$ cat config.mk
export PLATFORM = sky130hd
export DESIGN_NAME = miriscv_bypass_ctrl
export DESIGN_NICKNAME = d
export VERILOG_FILES = /design/src/rtl/miriscv_bypass_ctrl.sv
export SDC_FILE = /design/constraint.sdc
export NUM_CORES = 1
export LEC_CHECK = 0
export BUFFER_PORTS_ARGS = -buffer_cell sky130_fd_sc_hd__buf_2
export CORE_AREA = 2 2 51 53
export DETAILED_ROUTE_END_ITERATION = 12
export DIE_AREA = 0 0 53 55
export PLACE_DENSITY = 0.79
export SYNTH_ARGS = -nofsm -noshare
export SYNTH_HDL_FRONTEND = slang
export SYNTH_SLANG_ARGS = --single-unit
$ cat constraint.sdc
create_clock -name clk_i -period 3.05 [get_ports clk_i]
set_input_delay 0.4575 -clock clk_i [delete_from_list [all_inputs] [get_ports clk_i]]
set_output_delay 0.4575 -clock clk_i [all_outputs]
set_load 0.005 [all_outputs]
$ cat src/rtl/miriscv_bypass_ctrl.sv
// Decode-stage hazard/bypass controller: tracks E/M/MP destinations and
// produces per-operand forwarding selects plus a load-use/long-latency stall.
package miriscv_decode_pkg;
    localparam int WB_SRC_W = 2;

    localparam logic [WB_SRC_W-1:0] ALU_DATA = 2'd0;
    localparam logic [WB_SRC_W-1:0] MDU_DATA = 2'd1;
    localparam logic [WB_SRC_W-1:0] LSU_DATA = 2'd2;
    localparam logic [WB_SRC_W-1:0] CSR_DATA = 2'd3;

    localparam logic [1:0] NO_BYPASS = 2'd0;
    localparam logic [1:0] BYPASS_E  = 2'd1;
    localparam logic [1:0] BYPASS_M  = 2'd2;
    localparam logic [1:0] BYPASS_MP = 2'd3;
endpackage

module miriscv_bypass_ctrl
    import miriscv_decode_pkg::*;
#(
    parameter int RF_ADDR_W   = 5,
    parameter bit MP_TRACK_EN = 1'b1
) (
    input  logic                 clk_i,
    input  logic                 rst_i,
    input  logic                 d_valid_i,
    input  logic [RF_ADDR_W-1:0] d_rs1_addr_i,
    input  logic                 d_rs1_used_i,
    input  logic [RF_ADDR_W-1:0] d_rs2_addr_i,
    input  logic                 d_rs2_used_i,
    input  logic [RF_ADDR_W-1:0] d_rd_addr_i,
    input  logic                 d_rd_we_i,
    input  logic [WB_SRC_W-1:0]  d_wb_src_i,
    input  logic                 advance_i,
    input  logic                 flush_i,
    input  logic                 m_data_ready_i,
    output logic [1:0]           op1_bypass_o,
    output logic [1:0]           op2_bypass_o,
    output logic                 stall_o
);

    typedef struct packed {
        logic                 vld;
        logic [RF_ADDR_W-1:0] rd;
        logic [WB_SRC_W-1:0]  wb_src;
    } entry_t;

    entry_t e_q, m_q, mp_q;
    entry_t e_d, m_d, mp_d;
    entry_t dec_entry;

    logic rs1_hit_e, rs1_hit_m, rs1_hit_mp;
    logic rs2_hit_e, rs2_hit_m, rs2_hit_mp;
    logic rs1_stall, rs2_stall;
    logic issue;

    function automatic logic hit(input entry_t s, input logic [RF_ADDR_W-1:0] rs,
                                 input logic used, input logic valid);
        return s.vld && (s.rd == rs) && (rs != '0) && used && valid;
    endfunction

    function automatic logic [1:0] sel(input logic he, input logic hm, input logic hmp);
        if (he)
            return BYPASS_E;
        else if (hm)
            return BYPASS_M;
        else if (hmp)
            return BYPASS_MP;
        return NO_BYPASS;
    endfunction

    // E can only forward ALU results; M waits for LSU/MDU data to arrive.
    function automatic logic op_stall(input logic he, input logic hm, input entry_t e,
                                      input entry_t m, input logic ready);
        return (he && (e.wb_src != ALU_DATA)) ||
               (!he && hm && ((m.wb_src == LSU_DATA) || (m.wb_src == MDU_DATA)) && !ready);
    endfunction

    always_comb begin
        rs1_hit_e  = hit(e_q,  d_rs1_addr_i, d_rs1_used_i, d_valid_i);
        rs1_hit_m  = hit(m_q,  d_rs1_addr_i, d_rs1_used_i, d_valid_i);
        rs1_hit_mp = hit(mp_q, d_rs1_addr_i, d_rs1_used_i, d_valid_i) && MP_TRACK_EN;
        rs2_hit_e  = hit(e_q,  d_rs2_addr_i, d_rs2_used_i, d_valid_i);
        rs2_hit_m  = hit(m_q,  d_rs2_addr_i, d_rs2_used_i, d_valid_i);
        rs2_hit_mp = hit(mp_q, d_rs2_addr_i, d_rs2_used_i, d_valid_i) && MP_TRACK_EN;

        op1_bypass_o = sel(rs1_hit_e, rs1_hit_m, rs1_hit_mp);
        op2_bypass_o = sel(rs2_hit_e, rs2_hit_m, rs2_hit_mp);

        rs1_stall = op_stall(rs1_hit_e, rs1_hit_m, e_q, m_q, m_data_ready_i);
        rs2_stall = op_stall(rs2_hit_e, rs2_hit_m, e_q, m_q, m_data_ready_i);
        stall_o   = rs1_stall || rs2_stall;
    end

    always_comb begin
        dec_entry.vld    = d_rd_we_i && (d_rd_addr_i != '0);
        dec_entry.rd     = d_rd_addr_i;
        dec_entry.wb_src = d_wb_src_i;
        issue            = d_valid_i && !stall_o && !flush_i;

        e_d  = e_q;
        m_d  = m_q;
        mp_d = mp_q;
        if (advance_i) begin
            mp_d = MP_TRACK_EN ? m_q : '0;
            m_d  = e_q;
            e_d  = issue ? dec_entry : '0;
        end
    end

    always_ff @(posedge clk_i) begin
        if (rst_i) begin
            e_q  <= '0;
            m_q  <= '0;
            mp_q <= '0;
        end else begin
            e_q  <= e_d;
            m_q  <= m_d;
            mp_q <= mp_d;
        end
    end

endmodule
==> flow_metrics.py, run 1 <==
metrics = {
    "status": {
        "status": "completed",
    },
    "routing": {
        "num_vias": 1047,
        "wl_per_cell_um": 15.5,
        "via_per_inst": 5.66,
        "drt_iter0_markers": 9,
        "final_antenna_net_count": 0,
        "drt_first_pass_iters": 4,
        "route.detailed.drc": 0,
        "drt_wl_total_um": 2870,
    },
    "synth": {
        "syn_avg_cell_area_um2": 9.82,
        "yosysMostFrequentCell": "xor2_1",
        "ys_async_sr_fraction_pct": 0,
        "syn-cell-area_um2": 1240,
        "seq_area_frac_synth_pct": 35.6,
        "ys_types": 28,
        "syn-num-nets": 152,
        "yosys-top-cells-area": "dfxtp_1 (36%), xor2_1 (17%), mux2i_1 (11%)",
        "synth-seq-cells": 22,
        "yosys.area.top_type": "dfxtp_1",
        "synth.top_cell.area_share_pct": 35.6,
        "synth_edf_count": 0,
        "synth_cells": 126,
        "ys_warn_count": 0,
        "synth_common_cells": "xor2_1 (24), dfxtp_1 (22), nor2_1 (17)",
        "synthFlopType": "dfxtp_1",
    },
    "setup_path": {
        "critPathRequiredTime_ns": 2.59,
        "critPathBufInv": 2,
        "crit_cells": 7,
        "cpLargestDelayFamily": "compound AO/OA/AOI/OAI gates",
        "cpMostUsedCell": "buf_2",
        "start_kind": "input port",
        "reg2reg_depth": 6,
        "cp_max_fo": 4,
        "crit_chain": "buf_2 -> or3_1 -> o311a_1 -> and4_4 -> a2bb2oi_1 -> o31ai_1 -> buf_2",
        "arrival_ns": 2.02,
        "cp-end-kind": "output port",
        "crit_slowest_cell": "or3_1",
        "critPathKind": "input port to output port",
        "critPathMaxStageDelay_ns": 0.38,
    },
    "final_layout": {
        "num_antenna_cells": 0,
        "syn_to_final_growth_pct": 14.9,
        "nNetsFinal": 183,
        "drive_gt1_share_pct": 28.4,
        "fillers": 224,
    },
    "global_routing": {
        "grt_max_degree": 17,
        "grt_pass1_wl_um": 4570,
        "antenna_found_initial": 0,
        "grt_pass1_vias": 1019,
        "gr-total-overflow": 0,
        "track_usage_pct": 22.6,
    },
    "timing": {
        "holdWs_ns": 0.355,
        "rsz0062_at_grt": "false",
        "setup_viol_count_final": 0,
        "hold_viol_final": 0,
        "finalCritPeriodShare_pct": 81.3,
        "skew_ns": 0.00189,
        "fin_crit_ns": 2.48,
        "tns_ns": 0,
        "finalMaxSlewViolations": 0,
        "clock.fmax_mhz": 403,
        "slew_headroom_pct": 65.5,
        "worst_slew_pin_slew_ns": 0.516,
    },
    "cts": {
        "cts.sinks": 22,
        "cts_root_buf": "clkbuf_4",
        "cts_buffers": 3,
        "post_cts_resized": 0,
        "cts.clk_slew.worst_paths_ns": 0.11,
        "cts_tree": "yes",
        "clock_latency_ns": 0.31,
        "cts_max_level": 1,
        "clk_path_buf_depth": 2,
        "post-cts-setup-buffers": 0,
        "cts_hold_buf": 0,
    },
    "floorplanning": {
        "die_w_um": 53,
        "initial_core_util_pct": 52.3,
        "die-area_um2": 2920,
        "boundaryPins": 31,
        "die_y_um": 55,
        "core_area_um2": 2360,
        "rows": 18,
    },
    "power_and_ir_drop": {
        "clockPowerShare_pct": 25.9,
        "internal_power_mw": 0.371,
        "power.total_mw": 0.498,
        "combPwrFrac_pct": 14.4,
        "power.net_switching_mw": 0.126,
        "p_per_area_nw_per_um2": 350,
        "sw_frac_of_total_pct": 25.4,
        "sequentialPowerShare_pct": 59.8,
        "vdd_drop_max_mv": 0.303,
        "p_leak_nw": 0.684,
    },
    "place": {
        "hpwl_um": 2300,
        "place_congestion": 0.830,
        "io_buffers": 30,
    },
    "worst_hold_path": {
        "hold_path.class": "input port to flop",
        "whs_path_depth": 2,
    },
    "run": {
        "maxCapViolCount": 0,
    },
}
state kept, by name (all words and copies together), names as in the netlist:
name,flops
e_q,8
m_q,8
mp_q,6
power by group through the flow:
stage | clock [mW] | sequential [mW] | combinational, mW
2_1_floorplan | 0 | 0.302 | 0.0417
3_3_place_gp | 0 | 0.304 | 0.0688
3_5_place_dp | 0 | 0.304 | 0.0716
4_1_cts | 0.132 | 0.297 | 0.0718
5_1_grt | 0.137 | 0.298 | 0.0791
6_report | 0.129 | 0.297 | 0.0716
cells in the final DEF (no fill, tap or decap), drive strengths merged:
cell type  count
a21o           1
a21oi          1
a22o           7
a2bb2oi        1
a32o           1
and4           3
buf           30
clkbuf         3
dfxtp         22
inv            1
mux2i         14
nand2          2
nand4          4
nor2          17
nor2b          1
nor3           2
nor4           6
o21ai          1
o22ai          1
o311a          3
o31ai          1
or3            2
xnor2          7
xor2          24
logic make-up (layout without fill, tap and decap cells):
kind of cell / after synthesis / in the layout / synth area share (%)
simple gates: 37 / 37 / 15.6
xor+xnor: 31 / 31 / 21.9
flops: 22 / 22 / 35.6
compound gates: 17 / 17 / 13.1
mux: 14 / 14 / 11.3
buf+inv: 5 / 34 / 2.43
area by class of cell:
type | count | area (µm²) | share of cell area [%]
tap | 30 | 37.5 | 2.64
inverter | 1 | 3.75 | 0.264
sequential | 22 | 440 | 31.0
multi-input combinational | 99 | 767 | 54.0
clock buffer | 3 | 22.5 | 1.58
timing repair buffer | 30 | 150 | 10.6
per-layer routing:
layer	vias to the layer above	track usage (%)	routed length (µm)
li1	513	-	-
met5	-	0	0
met3	4	2.15	95
met4	0	11.5	48
met1	504	25.9	1240
met2	26	41.9	1490
worst paths after layout:
| kind | from | endpoint | slack, ns |
|---|---|---|---|
| hold / removal | d_wb_src_i[0] | e_q[0] | 0.35 |
| setup / recovery | d_rs2_addr_i[0] | stall_o | 0.57 |
| setup reg to reg | m_q[4] | e_q[7] | 0.96 |
| hold reg to reg | e_q[0] | e_q[0] | 0.55 |
metrics by stage:
| step | worst slack (ns) | cell area [µm²] | instances | utilization, % |
|---|---|---|---|---|
| 2_1_floorplan | 0.836 | 1240 | 126 | - |
| 3_3_place_gp | 0.567 | 1400 | 182 | 59.2 |
| 3_5_place_dp | 0.554 | 1400 | 182 | 59.2 |
| 4_1_cts | 0.560 | 1420 | 185 | 60.1 |
| 5_1_grt | 0.413 | 1420 | 185 | 60.1 |
| 6_report | 0.570 | 1420 | 185 | 60.1 |
(Power assumes the default switching activity.)
==> run 2: changes to the inputs <==
--- a/config.mk
+++ b/config.mk
@@ -6,10 +6,10 @@
 export NUM_CORES = 1
 export LEC_CHECK = 0
 export BUFFER_PORTS_ARGS = -buffer_cell sky130_fd_sc_hd__buf_2
-export CORE_AREA = 2 2 51 53
+export CORE_AREA = 2 2 52 54
 export DETAILED_ROUTE_END_ITERATION = 12
-export DIE_AREA = 0 0 53 55
-export PLACE_DENSITY = 0.79
+export DIE_AREA = 0 0 54 56
+export PLACE_DENSITY = 0.76
 export SYNTH_ARGS = -nofsm -noshare
 export SYNTH_HDL_FRONTEND = slang
 export SYNTH_SLANG_ARGS = --single-unit
==> constraint.sdc (replaced) <==
create_clock -name clk_i -period 2.33 [get_ports clk_i]
set_input_delay 0.3495 -clock clk_i [delete_from_list [all_inputs] [get_ports clk_i]]
set_output_delay 0.3495 -clock clk_i [all_outputs]
set_load 0.005 [all_outputs]
==> run 2 against run 1 <==
Net effect:
- global-route usage is 0.54 points lower
- utilization is 1.5 points higher
- clock power is 69% higher
- first-iteration DRC count grew to 3.4 times the previous value
- hold slack worse by 0.12 ns
- routed wire length is 6.7% higher
- die area is 3.7% higher
- non-clock buffer count is 5 higher
- sequential power is 31% higher
- clock skew is 0.0082 ns higher
- critical path type is now flop to output port
- largest cell class unchanged
- highest routed layer unchanged
==> flow_metrics.py, run 2 (synthesis results as in run 1) <==
metrics = {
    "status": {
        "status": "completed",
    },
    "timing": {
        "setup_viol_count_final": 0,
        "clock.fmax_mhz": 434,
        "finalMaxSlewViolations": 0,
        "slew_headroom_pct": 68.8,
        "rsz0062_at_grt": "true",
        "hold_viol_final": 0,
        "fin_crit_ns": 2.31,
        "worst_slew_pin_slew_ns": 0.467,
        "tns_ns": 0,
        "holdWs_ns": 0.231,
        "finalCritPeriodShare_pct": 99.0,
        "skew_ns": 0.0101,
    },
    "floorplanning": {
        "die_w_um": 54,
        "die_y_um": 56,
        "boundaryPins": 31,
        "core_area_um2": 2430,
        "rows": 18,
        "die-area_um2": 3020,
        "initial_core_util_pct": 50.9,
    },
    "global_routing": {
        "grt_max_degree": 17,
        "track_usage_pct": 22.0,
        "gr-total-overflow": 0,
        "antenna_found_initial": 0,
        "grt_pass1_vias": 1065,
        "grt_pass1_wl_um": 4900,
    },
    "power_and_ir_drop": {
        "sequentialPowerShare_pct": 54.9,
        "power.net_switching_mw": 0.184,
        "internal_power_mw": 0.525,
        "sw_frac_of_total_pct": 25.9,
        "combPwrFrac_pct": 14.3,
        "p_leak_nw": 0.719,
        "vdd_drop_max_mv": 0.361,
        "clockPowerShare_pct": 30.8,
        "p_per_area_nw_per_um2": 473,
        "power.total_mw": 0.709,
    },
    "routing": {
        "drt_iter0_markers": 31,
        "wl_per_cell_um": 16.0,
        "num_vias": 1098,
        "route.detailed.drc": 0,
        "drt_wl_total_um": 3070,
        "final_antenna_net_count": 0,
        "via_per_inst": 5.75,
        "drt_first_pass_iters": 4,
    },
    "final_layout": {
        "nNetsFinal": 188,
        "syn_to_final_growth_pct": 21.1,
        "final_cell_mix": "buf_2 (30), xor2_1 (24), dfxtp_1 (20)",
        "final_area_um2": 1500,
        "fin_util_pct": 61.6,
        "fillers": 224,
        "regArea_um2": 443,
        "drive_gt1_share_pct": 34.8,
        "multiInputGateArea_um2": 791,
        "largestRegisters": "e_q: 8 flops, m_q: 8 flops, mp_q: 6 flops",
        "num_antenna_cells": 0,
        "final_common_cell": "buf_2",
    },
    "setup_path": {
        "reg2reg_depth": 6,
        "crit_slowest_cell": "dfxtp_1",
        "reg2reg_slack_ns": 0.33,
        "arrival_ns": 1.96,
        "start_kind": "flop",
        "timing.rr.end": "e_q[7]",
        "cp_max_fo": 4,
        "critPathKind": "flop to output port",
        "cp-end-kind": "output port",
        "crit_path_end": "stall_o",
        "crit_chain": "xor2_1 -> nor4_1 -> and4_4 -> a2bb2oi_2 -> o31ai_2 -> buf_2",
        "critPathMaxStageDelay_ns": 0.39,
        "critPathRequiredTime_ns": 1.98,
        "crit_start": "e_q[6]",
        "r2r_start": "m_q[2]",
    },
    "run": {
        "maxCapViolCount": 0,
    },
    "cts": {
        "cts_hold_buf": 0,
        "cts.clk_slew.worst_paths_ns": 0.13,
        "clk_path_buf_depth": 2,
        "cts.sinks": 22,
        "cts_buffers": 3,
        "cts_root_buf": "clkbuf_4",
        "clock_latency_ns": 0.32,
        "cts_tree": "yes",
        "cts_max_level": 1,
    },
    "place": {
        "hpwl_um": 2320,
        "placed_cell_area_um2": 1420,
        "io_buffers": 30,
        "place_congestion": 0.888,
    },
    "worst_hold_path": {
        "hold_path.class": "input port to flop",
    },
}
run 2: changes by cell type in the layout (fill, tap and decap cells not counted), moves of 2 or more:
cell	change
nor4_1	-2
dfxtp_2	+2
dfxtp_1	-2
buf_4	+5
nor4_2	+2
run 2: area by class of cell:
cell class	count	share of cell area [%]
multi-input cells	99	52.8
flip-flops and latches	22	29.5
repair buffers	35	12.5
well taps	30	2.50
clock buffers	4	2.42
inverters	1	0.250
run 2: timing repair:
| item | CTS | global route |
|---|---|---|
| pin swaps | 3 | 2 |
| setup endpoints to repair | 1 | 3 |
| gates resized for setup | 3 | 3 |
| setup buffers | 2 | 0 |
run 2: metal layers:
metal / GRT usage [%] / up-vias / routed length (µm)
met5: 0 / - / 0
met4: 11.1 / 0 / 92
met3: 4.03 / 11 / 173
met2: 35.4 / 44 / 1440
met1: 27.3 / 515 / 1350
li1: - / 528 / -
run 2: power by group through the flow:
| stage | combinational (mW) | sequential, mW | clock (mW) |
|---|---|---|---|
| 5_1_grt | 0.111 | 0.390 | 0.230 |
| 4_1_cts | 0.101 | 0.389 | 0.219 |
| 2_1_floorplan | 0.0546 | 0.395 | 0 |
| 3_5_place_dp | 0.0983 | 0.397 | 0 |
| 6_report | 0.102 | 0.389 | 0.218 |
| 3_3_place_gp | 0.0956 | 0.397 | 0 |
run 2: per-stage QoR:
step | worst slack, ns | std cells
floorplan | 0.224 | 126
global placement | 0.0544 | 185
detailed placement | 0.0258 | 185
CTS | 0.00382 | 191
global route | -0.0850 | 191
finish | 0.0237 | 191
run 2: worst min-delay path by stage:
stage	start	to	slack, ns	depth (start not counted)
6_report	d_wb_src_i[1]	e_q[1]	0.23	2
5_1_grt	d_wb_src_i[1]	e_q[1]	0.24	2
4_1_cts	d_wb_src_i[1]	e_q[1]	0.23	2
3_5_place_dp	m_q[0]	m_q[0]	0.50	2
3_3_place_gp	m_q[1]	m_q[1]	0.50	2
2_1_floorplan	e_q[0]	e_q[0]	0.48	1
run 2: worst max-delay path, delay by kind of cell (launching register included):
| family | cells | cell delay, ns |
|---|---|---|
| AO/OA/AOI/OAI | 2 | 0.28 |
| XOR/XNOR | 1 | 0.18 |
| buffers and inverters | 1 | 0.14 |
| flip-flops | 1 | 0.39 |
| AND/OR/NAND/NOR | 2 | 0.64 |
